### src/rtl/div32_sequential.sv
// -----------------------------------------------------------------------------
// div32_sequential
//
// Multi-cycle restoring radix-2 divider with RISC-V DIV/DIVU/REM/REMU
// semantics. All state updates happen on the falling edge of clk so the block
// lines up with the multiplier pipeline timing. Reset is asynchronous and
// active-high.
//
// Handshake: start is sampled only when the block is idle (busy=0). The edge
// that accepts it also captures X, Y and signed_div_i, so the caller may change
// them afterwards. busy stays high until the result is produced. result_rdy is
// a one-cycle pulse marking Quotient/Remainder valid. Quotient and Remainder
// then hold their values until the next result or reset. A start while busy is
// ignored. The earliest accepted start is on the edge after result_rdy.
//
// Ports
//   clk          : clock; state updates on its falling edge
//   rst          : asynchronous active-high reset
//   start        : request a division (sampled in IDLE only)
//   signed_div_i : 1 = signed (DIV/REM), 0 = unsigned (DIVU/REMU)
//   X            : dividend
//   Y            : divisor
//   busy         : high while a division is in flight
//   result_rdy   : one-cycle pulse, Quotient/Remainder valid
//   Quotient     : registered quotient
//   Remainder    : registered remainder
// -----------------------------------------------------------------------------
module div32_sequential #(
    parameter int OPERAND_SIZE = 32
) (
    input  logic                    clk,
    input  logic                    rst,
    input  logic                    start,
    input  logic                    signed_div_i,
    input  logic [OPERAND_SIZE-1:0] X,
    input  logic [OPERAND_SIZE-1:0] Y,
    output logic                    busy,
    output logic                    result_rdy,
    output logic [OPERAND_SIZE-1:0] Quotient,
    output logic [OPERAND_SIZE-1:0] Remainder
);

    localparam int W  = OPERAND_SIZE;
    localparam int CW = $clog2(W) + 1;

    typedef enum logic [1:0] {
        IDLE   = 2'd0,
        DIVIDE = 2'd1,
        FIXUP  = 2'd2
    } state_t;

    state_t        state;
    logic [CW-1:0] count;
    logic [W-1:0]  dvd;      // dividend shifts out the top, quotient bits shift in
    logic [W-1:0]  rem;      // partial remainder
    logic [W-1:0]  dsr;      // divisor magnitude
    logic          q_neg;
    logic          r_neg;

    // Operand conditioning at the accept edge.
    logic          x_neg;
    logic          y_neg;
    logic [W-1:0]  x_mag;
    logic [W-1:0]  y_mag;
    logic          div_zero;
    logic          sgn_ovf;

    assign x_neg    = signed_div_i & X[W-1];
    assign y_neg    = signed_div_i & Y[W-1];
    assign x_mag    = x_neg ? -X : X;
    assign y_mag    = y_neg ? -Y : Y;
    assign div_zero = (Y == '0);
    assign sgn_ovf  = signed_div_i && (X == {1'b1, {(W-1){1'b0}}}) && (Y == '1);

    // One restoring step. The partial remainder is always below the divisor,
    // so the shifted value minus the divisor lies in (-2^W, 2^W) and a W+1 bit
    // subtraction carries the correct sign in its top bit.
    logic [W:0]    shifted;
    logic [W:0]    trial;
    logic          neg_trial;

    assign shifted   = {rem, dvd[W-1]};
    assign trial     = shifted - {1'b0, dsr};
    assign neg_trial = trial[W];

    always_ff @(negedge clk or posedge rst) begin
        if (rst) begin
            state      <= IDLE;
            busy       <= 1'b0;
            result_rdy <= 1'b0;
            Quotient   <= '0;
            Remainder  <= '0;
            count      <= '0;
            dvd        <= '0;
            rem        <= '0;
            dsr        <= '0;
            q_neg      <= 1'b0;
            r_neg      <= 1'b0;
        end else begin
            result_rdy <= 1'b0;
            case (state)
                IDLE: begin
                    if (start) begin
                        busy  <= 1'b1;
                        count <= '0;
                        if (div_zero) begin
                            // Preload the final values; FIXUP passes them through.
                            dvd   <= '1;
                            rem   <= X;
                            dsr   <= '0;
                            q_neg <= 1'b0;
                            r_neg <= 1'b0;
                            state <= FIXUP;
                        end else if (sgn_ovf) begin
                            dvd   <= X;
                            rem   <= '0;
                            dsr   <= Y;
                            q_neg <= 1'b0;
                            r_neg <= 1'b0;
                            state <= FIXUP;
                        end else begin
                            dvd   <= x_mag;
                            rem   <= '0;
                            dsr   <= y_mag;
                            q_neg <= x_neg ^ y_neg;
                            r_neg <= x_neg;
                            state <= DIVIDE;
                        end
                    end
                end
                DIVIDE: begin
                    dvd   <= {dvd[W-2:0], ~neg_trial};
                    rem   <= neg_trial ? shifted[W-1:0] : trial[W-1:0];
                    count <= count + CW'(1);
                    if (count == CW'(W - 1)) begin
                        state <= FIXUP;
                    end
                end
                FIXUP: begin
                    Quotient   <= q_neg ? -dvd : dvd;
                    Remainder  <= r_neg ? -rem : rem;
                    result_rdy <= 1'b1;
                    busy       <= 1'b0;
                    state      <= IDLE;
                end
                default: begin
                    busy  <= 1'b0;
                    state <= IDLE;
                end
            endcase
        end
    end

endmodule

### config.mk
export PLATFORM = sky130hd
export DESIGN_NAME = div32_sequential
export DESIGN_NICKNAME = d
export VERILOG_FILES = /design/src/rtl/div32_sequential.sv
export SDC_FILE = /design/constraint.sdc
export NUM_CORES = 1
export LEC_CHECK = 0
export BUFFER_PORTS_ARGS = -buffer_cell sky130_fd_sc_hd__buf_4
export CAP_MARGIN = 20
export CELL_PAD_IN_SITES_DETAIL_PLACEMENT = 0
export CELL_PAD_IN_SITES_GLOBAL_PLACEMENT = 1
export CORE_UTILIZATION = 35
export DETAILED_ROUTE_END_ITERATION = 7
export PLACE_DENSITY = 0.76
export SETUP_SLACK_MARGIN = 0.5
export SYNTH_ARGS = -nofsm -noshare
export SYNTH_HDL_FRONTEND = slang
export SYNTH_SLANG_ARGS = --single-unit
### constraint.sdc
create_clock -name clk -period 6.7 [get_ports clk]
set_input_delay 0.335 -clock clk [delete_from_list [all_inputs] [get_ports clk]]
set_output_delay 0.335 -clock clk [all_outputs]
set_load 0.1 [all_outputs]
# After elaboration in Yosys (flattened, before gate mapping)

Cells that the tools add are included.

Output and inout bits: 66
Logic and storage cells: 66
Bits of input ports: 68
Bits in registers: 172

Muxes and demuxes: 28
Equality and inequality tests: 7
Bitwise operators: 5
$add $sub $neg: 6
Reduce and logical (&&, ||, !) cells: 9

Operators by type and width:

| kind                                                                   | number |
|---|---|
| 32-bit two-way mux                                                     | 12 |
| 32-bit negation                                                        | 4 |
| 32-bit case mux with 2 select lines                                    | 2 |
| 32-bit equality test (second input constant)                           | 2 |
| 33-bit by 32-bit subtractor with 33-bit output                         | 1 |
| 32-bit logical NOT                                                     | 1 |
| 6-bit case mux with 2 select lines                                     | 1 |
| 2-bit two-way mux                                                      | 4 |
| 2-bit AND reduction                                                    | 4 |
| 6-bit by 1-bit adder with 6-bit output (second input constant)         | 1 |
| 6-bit by 5-bit equality test with 1-bit output (second input constant) | 1 |
| 1-bit two-way mux                                                      | 6 |
| 6-bit two-way mux                                                      | 1 |
| 2-bit != test (second input constant)                                  | 2 |
| 2-bit case mux with 2 select lines                                     | 1 |
| 1-bit AND                                                              | 2 |
| 2-bit by 1-bit equality test with 1-bit output (second input constant) | 1 |
| 2-bit equality test (second input constant)                            | 1 |
| 1-bit logical AND                                                      | 2 |
| 2-bit logical NOT                                                      | 1 |
| 1-bit NOT                                                              | 2 |
| 1-bit case mux with 2 select lines                                     | 1 |
| 2-bit nonzero test                                                     | 1 |
| 1-bit XOR                                                              | 1 |

# Longest topological paths before layout

Word-level depth: 7
Mapped depth: 14
Depth with buffers taken out: 12

==> metrics <==
Initial Util=35.60%; CP cell instances=buf_4 > inv_1 > ha_1 > or3b_2 > nor3_2 > and4bb_2 > nand2b_1 > or2_2 > or4_1 > o21ai_0 > xor2_1 > o21ai_0; Slew @ Worst Pin=1.029 ns; post-route cell area=13730 sq um; post-place setup slack=0.1954 ns; initial antenna violation count=0; final wirelength=36940 microns; Post-DP HPWL=27760 microns; startpoint types=input port; number of flops mapped to enable cells by yosys=0; endpoints failing setup=0; Clock Sinks=172; drt pass-1 iters=5; total grt overflow=0; area grow syn2layout=18.20%; DIE AREA=33910 sq um; Post-CTS Hold Fix Bufs=0; port bufs=133; Die Width=184.2 microns; RSZ-0062 raised after global routing=true; Slowest cell on crit path=or3b_2; Synth Cell Area=11610 sq um; Die Span Y=184.2 microns; Worst EP arrival=2.95 ns; area taken by flip-flops and latches=4304 sq um; Layout Nets=1613; CP delay by family, top=simple AND/OR/NAND/NOR gates; Post-DP Area=13160 sq um; vias=10770; post-synth top area share=37.06%; row count=66; GRT Util Overall=22.19%; worst setup margin=0.6282 ns; Clk Latency, worst-skew pair=0.42 ns; crit end category=register; largest cells by area after synthesis=dfrtn_1 37%, o21ai_0 8.3%, nand2_1 6.8%; Yosys top cell by area=dfrtn_1; vias in the first global route=10100; register bit total from synthesis=172; Synth async-reset ratio=100.0%; post-synthesis cell count=1403; Slew Viols, Final=0; number of CTS-inserted buffers=17; num ports=134; most used cell, CP=o21ai_0; worst hold margin=0.4245 ns; Ys Warns=0; Starting DRT DRC Count=779; Post-route DRC=0; Synth Flop Type=dfrtn_1; Critical Path RT=3.58 ns; global placer's final weighted congestion=0.8821; Seq/Total Area, Yosys=37.06%; DR vias/cell=5.495; TritonCTS clock tree=done; H-Tree Depth=4; Syn Area/Cell=8.278 sq um; clk_skew=0.01147 ns; ant diodes=0; Worst-path clk slew=0.05 ns; fraction of layout cells with a size suffix above 1=15.09%; CTS Root Cell=clkbuf_16; final hold violations=0; Hold Crit Class=reg2reg; Slew Limit Headroom=31.36%; largest net degree at the start of global routing=102; max-cap viol count=0; WL per Instance=18.85 microns; area of the multi-input gates=6857 sq um; Max FO, Critical Path=4; antenna viol nets, final=0; final setup TNS=0 ns; first-pass GRT wire length=58150 microns; Crit Path Category=in2reg; Bufs and invs on worst path=2; status=finished clean; Fillers=3345; CP peak stage delay=0.49 ns; area of the core=32620 sq um; syn_nets=1510; clk buf depth=2; post-synth cell types=66
## tightest hold or removal path: stages (launching register included)
cell and delay, ns:
dfrtn_1 0.40, nand2_1 0.04, o21ai_0 0.06
## sequential cells by signal (all words and copies together) (netlist names)
name and count:
result_rdy 1, r_neg 1, Remainder 32, q_neg 1
Quotient 32, dsr 32, count 6, busy 1
state 2, dvd 32, rem 32
## area by class of cell
| cell class | count | area share (%) |
|---|---|---|
| clock inverters | 14 | 0.9935 |
| well taps | 442 | 4.029 |
| inverters | 51 | 1.422 |
| repair buffers | 164 | 9.151 |
| flip-flops and latches | 172 | 31.36 |
| clock buffers | 17 | 3.099 |
| multi-input cells | 1100 | 49.95 |
## stage by stage
stage	std cells	util, %
global placement	1929	40.33
detailed placement	1929	40.33
floorplan	1403	-
finish	1960	42.08
CTS	1960	42.06
global route	1960	42.08
## per-layer routing
layer / GRT usage, % / vias to the layer above / share of wire [%]
met5: 0 / - / 0
met4: 6.167 / 0 / 1.8
met3: 3.596 / 44 / 6.4
met2: 33.26 / 352 / 43
met1: 32.64 / 5135 / 48
li1: - / 5239 / -
## path summary, 6_finish.rpt
path	startpoint	endpoint	slack, ns	cells past startpoint
setup / recovery	Y[0]	dsr[22]	0.63	12
hold reg to reg	Remainder[20]	Remainder[20]	0.42	2
min in group asynchronous	rst	Quotient[0]	3.31	2
max in group asynchronous	rst	dsr[23]	2.43	3
setup reg to reg	rem[0]	rem[29]	2.51	11
hold / removal	Remainder[20]	Remainder[20]	0.42	2
## Yosys cell counts (all sizes together), types with 5 or more instances
library cell and instances:
nand2 210, o21ai 200, dfrtn 172, a21oi 99, xor2 84, clkbuf 75, nor2 65, xnor2 60
inv 51, ha 38, o31ai 32, a22oi 30, nand3 28, nor3 27, or4 19, mux2i 16
o22ai 16, nand4 13, nor4 13, o41ai 13, and3 11, or3 10, a31oi 9, o22a 9
or2 9, nand2b 8, nor2b 8, o211ai 8, o21a 7, and2 6, a21o 5, buf 5
## repair_timing
item,4_1_cts,5_1_grt
resized for setup,0,4
hold endpoints to repair,0,0
endpoints found under the setup margin,0,28
buffers inserted,0,0
## cells by family (layout without fill, tap and decap cells)
| group | Yosys count | after routing | synth area share, % |
|---|---|---|---|
| compound gates | 459 | 459 | 23.90 |
| simple gates | 439 | 439 | 17.98 |
| flops | 172 | 172 | 37.06 |
| xor+xnor | 144 | 144 | 10.86 |
| buf+inv | 131 | 246 | 4.266 |
| fa+ha+maj | 39 | 39 | 4.266 |
| mux | 19 | 19 | 1.670 |
## cell usage in the layout (no fill, tap or decap), types with 4 or more instances in the layout
cell type  count
nor2_1        62
a41oi_1        4
a22oi_1       30
o22ai_1       16
a21oi_1       99
clkbuf_16     17
or4_1         16
o21a_1         7
xor2_1        84
dfrtn_1      172
o31ai_1       31
mux2i_1       16
ha_1          38
a21o_1         5
inv_6          5
a31oi_1        9
xnor2_1       60
nand4_1       13
nor3_1        25
buf_4        162
o211ai_1       8
and3_1        11
o31a_1         4
nor2b_1        7
or3_1         10
o21ai_0      192
and2_1         6
nor4_1        10
o21ai_1        7
nand2_1      209
nand2b_1       7
or2_2          7
o22a_1         9
inv_1         50
o41ai_1       11
nand3_1       28
Power is left out: the tool's default activity adds up to more than one toggle a clock period on the data nets, which glitch-free logic cannot reach.
